File: config.mk
export PLATFORM = sky130hd
export DESIGN_NAME = evm_result_reader
export DESIGN_NICKNAME = d
export VERILOG_FILES = /design/src/rtl/evm_result_reader.sv
export SDC_FILE = /design/constraint.sdc
export NUM_CORES = 1
export LEC_CHECK = 0
export CAP_MARGIN = 0
export CORE_ASPECT_RATIO = 1.25
export CORE_MARGIN = 3
export CORE_UTILIZATION = 60
export CTS_CLUSTER_SIZE = 20
export DETAILED_ROUTE_END_ITERATION = 12
export GPL_TIMING_DRIVEN = 1
export PLACE_DENSITY = 0.86
export RECOVER_POWER = 25
export SLEW_MARGIN = 20
export SYNTH_ARGS = -nofsm -noshare
export SYNTH_HDL_FRONTEND = slang
export SYNTH_SLANG_ARGS = --single-unit
File: constraint.sdc
create_clock -name clk -period 9.2 [get_ports clk]
set_clock_uncertainty 0.2 [all_clocks]
set_input_delay 1.38 -clock clk [delete_from_list [all_inputs] [get_ports clk]]
set_output_delay 1.38 -clock clk [all_outputs]
set_load 0.1 [all_outputs]
File: src/rtl/evm_result_reader.sv
`default_nettype none
// ============================================================================
// Module   : evm_result_reader
// Purpose  : Drives the EVM core into result mode, reads each candidate tally
//            and reports the winner and any tie on the maximum.
// Revision : 1.0
// ============================================================================
module evm_result_reader #(
  parameter int NUM_CAND      = 4,
  parameter int CNT_W         = 8,
  parameter int SETTLE_CYCLES = 2,
  parameter int GAP_CYCLES    = 1
) (
  input  logic                        clk,
  input  logic                        reset,
  input  logic                        start,
  input  logic                        abort,
  output logic                        evm_mode,
  output logic [NUM_CAND-1:0]         evm_candid_button,
  input  logic [CNT_W-1:0]            display_out,
  output logic [NUM_CAND*CNT_W-1:0]   tally_flat,
  output logic [$clog2(NUM_CAND)-1:0] winner,
  output logic                        tie,
  output logic                        busy,
  output logic                        done,
  output logic                        results_valid
);

  localparam int c_IDX_W    = $clog2(NUM_CAND);
  localparam int c_MAX_HOLD = (SETTLE_CYCLES > GAP_CYCLES) ? SETTLE_CYCLES : GAP_CYCLES;
  localparam int c_TMR_W    = $clog2(c_MAX_HOLD + 1);
  localparam logic [c_TMR_W-1:0] c_SETTLE_LAST = c_TMR_W'(SETTLE_CYCLES - 1);
  localparam logic [c_TMR_W-1:0] c_GAP_LAST    = c_TMR_W'(GAP_CYCLES - 1);
  localparam logic [c_IDX_W-1:0] c_IDX_LAST    = c_IDX_W'(NUM_CAND - 1);

  typedef enum logic [2:0] {
    S_IDLE       = 3'd0,
    S_MODE_SETUP = 3'd1,
    S_SELECT     = 3'd2,
    S_GAP        = 3'd3,
    S_EVAL       = 3'd4,
    S_DONE       = 3'd5
  } state_t;

  state_t             r_state;
  state_t             w_state_next;
  logic [c_TMR_W-1:0] r_tmr;
  logic [c_IDX_W-1:0] r_idx;
  logic [CNT_W-1:0]   r_tally [NUM_CAND];
  logic [c_IDX_W-1:0] r_winner;
  logic               r_tie;
  logic               r_results_valid;
  logic               w_accept;
  logic               w_capture;
  logic [CNT_W-1:0]   w_max;
  logic [c_IDX_W-1:0] w_win;
  logic               w_tie;

  assign w_accept  = (r_state == S_IDLE) && start && !abort;
  assign w_capture = (r_state == S_SELECT) && (r_tmr == c_SETTLE_LAST) && !abort;

  always_ff @(posedge clk or negedge reset) begin
    if (!reset) r_state <= S_IDLE;
    else        r_state <= w_state_next;
  end

  always_comb begin
    w_state_next      = r_state;
    evm_mode          = 1'b0;
    evm_candid_button = '0;
    busy              = 1'b1;
    done              = 1'b0;
    case (r_state)
      S_IDLE: begin
        busy = 1'b0;
        if (w_accept) w_state_next = S_MODE_SETUP;
      end
      S_MODE_SETUP: begin
        evm_mode = 1'b1;
        if (r_tmr == c_GAP_LAST) w_state_next = S_SELECT;
      end
      S_SELECT: begin
        evm_mode          = 1'b1;
        evm_candid_button = NUM_CAND'(1) << r_idx;
        if (r_tmr == c_SETTLE_LAST) w_state_next = S_GAP;
      end
      S_GAP: begin
        evm_mode = 1'b1;
        if (r_tmr == c_GAP_LAST)
          w_state_next = (r_idx == c_IDX_LAST) ? S_EVAL : S_SELECT;
      end
      S_EVAL: begin
        evm_mode     = 1'b1;
        w_state_next = S_DONE;
      end
      S_DONE: begin
        evm_mode     = 1'b1;
        done         = 1'b1;
        w_state_next = S_IDLE;
      end
      default: w_state_next = S_IDLE;
    endcase
    if (r_state != S_IDLE && abort) w_state_next = S_IDLE;
  end

  // Every state change restarts the hold timer, so one counter serves all phases.
  always_ff @(posedge clk or negedge reset) begin
    if (!reset) begin
      r_tmr <= '0;
      r_idx <= '0;
    end else begin
      if (r_state == S_IDLE || w_state_next != r_state) r_tmr <= '0;
      else                                              r_tmr <= r_tmr + 1'b1;
      if (r_state == S_IDLE)                                   r_idx <= '0;
      else if (r_state == S_GAP && w_state_next == S_SELECT)   r_idx <= r_idx + 1'b1;
    end
  end

  always_comb begin
    w_max = r_tally[0];
    w_win = '0;
    w_tie = 1'b0;
    for (int i = 1; i < NUM_CAND; i++) begin
      if (r_tally[i] > w_max) begin
        w_max = r_tally[i];
        w_win = c_IDX_W'(i);
      end
    end
    for (int i = 0; i < NUM_CAND; i++) begin
      if (r_tally[i] == w_max && c_IDX_W'(i) != w_win) w_tie = 1'b1;
    end
  end

  always_ff @(posedge clk or negedge reset) begin
    if (!reset) begin
      for (int i = 0; i < NUM_CAND; i++) r_tally[i] <= '0;
      r_winner        <= '0;
      r_tie           <= 1'b0;
      r_results_valid <= 1'b0;
    end else if (w_accept) begin
      for (int i = 0; i < NUM_CAND; i++) r_tally[i] <= '0;
      r_winner        <= '0;
      r_tie           <= 1'b0;
      r_results_valid <= 1'b0;
    end else begin
      if (w_capture) r_tally[r_idx] <= display_out;
      if (r_state == S_EVAL && !abort) begin
        r_winner        <= w_win;
        r_tie           <= w_tie;
        r_results_valid <= 1'b1;
      end
      if (abort) r_results_valid <= 1'b0;
    end
  end

  for (genvar g = 0; g < NUM_CAND; g++) begin : g_flat
    assign tally_flat[g*CNT_W +: CNT_W] = r_tally[g];
  end

  assign winner        = r_winner;
  assign tie           = r_tie;
  assign results_valid = r_results_valid;

endmodule
`default_nettype wire
==> out/metrics.yaml <==
grt.overflow.total: 0
status: "complete, but fails checks"
ff2ff_setup_slack_ns: 1.97
wl_um: 14860
synth_mux_area_frac: 0.004815
crit_required_ns: 9.18
route.vias.total: 4391
yosysUniqueCellTypes: 87
ant_nets: 0
core_area_um2: 6648
worstHoldStart: "r_tmr[0]"
netlist_top_cells_area: "dfrtp_1 26%, ha_1 9.0%, nand2_1 5.8%, a21oi_1 5.3%, o21ai_0 3.7%"
clk_path_buf_depth: 2
fin_crit_ns: 7.231
worstMarginPinSlew_ns: 2.236
synth_edf_count: 0
yosys.area_share.simple: 0.2347
startpoint: "tally_flat[7]"
cts_buffers: 5
placed_area_um2: 4651
drt_first_pass_iters: 6
async_flop_share: 1.000
syn_area_um2: 4158
place_hpwl_um: 11070
ys_ff_latch: 43
grt_pass1_vias: 4386
netlist_instances: 510
grt.total_usage: 0.3961
maxCapViolations: 1
post_drt_wl_per_cell_um: 23.62
fin_tns_setup_ns: 0
ys_seq_area_frac: 0.2588
grt_max_degree: 44
violations: "capacitance limit, slew limit"
gp_congestion: 1.103
start_kind: "register"
hold_viol: 0
cts_root_buf: "clkbuf_8"
fp.dieW_um: 80.46
timing.rr.start: "tally_flat[7]"
holdBufCountCts: 0
dieArea_um2: 7971
io_pins: 55
synth_compound_area_frac: 0.2904
design_area_um2: 4786
clock_sinks: 43
irDropWorstVdd_uv: 290.0
diodes: 0
area_growth_pct: 15.11
cts.repair.resized: 0
power_density_nw_per_um2: 398.1
clkLatencyLatePin_ns: 0.30
layout_common_cells: "64 x nand2_1, 53 x clkdlybuf4s50_1, 44 x a21oi_1"
syn-num-nets: 552
p_leak_nw: 1.957
relSlewSlack: -0.4908
final_common_cell: "nand2_1"
drv_slew: 44
path_max_fanout: 13
drtIter0Drc: 548
cts_max_level: 2
cts_tree: "done"
rr_endpoint: "tie"
nFillCells: 497
synth_xor_area_frac: 0.05477
fmax_mhz: 138.3
setup_viol: 0
numPortBuffers: 54
end_kind: "register"
synth_top_family_by_area: "compound AO/OA/AOI/OAI gates"
antenna_found_initial: 1
layout.nets: 583
critPathKind: "register to register"
die_h_um: 99.07
cp.arrival_ns: 7.21
min_period_over_period: 0.7860
cts_setup_buffers: 0
r2r_cells: 22
worst_hold_path.endpoint: "r_tmr[0]"
syn-mean-instance-area_um2: 8.152
netlist.area_leader.share: 0.2588
rows: 33
clkTransAtPathRegs_ns: 0.09
rsz0062_at_grt: "false"
grt_first_pass_wirelength_um: 23850
synth_top_flop_cell: "dfrtp_1"
hold_depth: 1
hold_path.class: "register to register"
start_util: 0.6254
route.detailed.drc: 0
synthAdderAreaFrac: 0.09028
synth_top_area_cell: "dfrtp_1"
ys.warnings.count: 0
viasPerCell: 6.981
drive_above_1_share: 0.09594
-- stage by stage --
step | hold WS, ns | power [mW] | instances | setup slack (ns) | util
6_report | 0.3111 | 1.905 | 629 | 1.969 | 0.7199
5_1_grt | 0.3097 | 2.013 | 629 | 1.738 | 0.7199
4_1_cts | 0.3074 | 1.851 | 629 | 2.317 | 0.7201
3_5_place_dp | 0.2961 | 1.668 | 621 | 2.333 | 0.6996
3_3_place_gp | 0.2408 | 1.642 | 621 | 2.367 | 0.6996
2_1_floorplan | 0.2288 | 1.355 | 510 | 3.040 | -
-- cell type report --
type | instances | area (um2) | share of cell area
Clock inverter | 3 | 67.56 | 0.01412
Tap cell | 87 | 108.9 | 0.02275
Sequential cell | 43 | 1076 | 0.2248
Inverter | 31 | 116.4 | 0.02431
Multi-Input combinational cell | 405 | 2806 | 0.5864
Clock buffer | 5 | 68.82 | 0.01438
Timing Repair Buffer | 55 | 541.8 | 0.1132
-- sequential cells by signal, summed over array words and instances (netlist names) --
signal and flops:
r_tmr 2, tie 1, winner 2, r_state 3, tally_flat 32, r_idx 2
results_valid 1
-- how the worst max path moves through the flow --
stage	to	slack, ns	depth (start not counted)
finish	tie	1.97	22
global route	tie	1.74	23
CTS	tie	2.32	22
detailed placement	tie	2.33	22
global placement	tie	2.37	22
floorplan	tie	3.04	25
-- logic make-up after synthesis --
kind of cell | count (synthesis)
AOI/OAI and AO/OA | 164
xor gates and xnor gates | 26
adders and majority gates | 30
buffers and inverters | 62
DFF | 43
muxes | 2
and+or+nand+nor | 183
-- layer usage --
metal  global-route usage  vias up  wire length, um
met3              0.08592      116             1433
met1               0.4811     2023             5328
li1                     -     1930                -
met5                    0        -                9
met4               0.2783        2             1257
met2               0.6148      320             6830
-- synth_stat cells (3+ instances only) --
cell type	instances
nand2_1	64
a21oi_1	44
dfrtp_1	43
inv_1	31
o21ai_0	31
ha_1	30
nand3_1	29
clkbuf_1	20
nor2_1	18
nor3_1	17
xnor2_1	13
xor2_1	13
and2_1	10
a31oi_1	6
and3_1	6
o21ai_1	5
a211oi_1	4
a221oi_1	4
a311o_1	4
buf_2	4
buf_6	4
nor4_1	4
o211ai_1	4
o21ai_2	4
o31ai_1	4
a21oi_2	3
a22oi_1	3
a32o_1	3
and4_1	3
nand3b_1	3
nor3_2	3
o2111ai_1	3
o311ai_1	3
-- report_power, final --
group | internal, mW | switching, mW
clock network | 0.108 | 0.0697
logic | 0.463 | 0.958
registers | 0.218 | 0.0891
total | 0.789 | 1.12
-- critical path, cell delays in order (launching register included) --
cell and delay [ns]:
dfrtp_1 0.48, inv_1 0.17, ha_1 0.36, and4_1 0.23
nand2_1 0.07, nand2_1 0.32, a21boi_1 0.75, nor2_1 0.31
ha_1 0.36, and4_1 0.36, and2_1 0.50, nor2_4 0.17
o31ai_2 0.46, ha_1 0.37, nand4_2 0.17, nor2_2 0.09
a211oi_2 0.40, nor2_2 0.24, a32o_1 0.31, a2111oi_1 0.46
nor4b_2 0.13, nand4b_1 0.12, a31oi_1 0.08
Power figures use the tool's default switching activity.
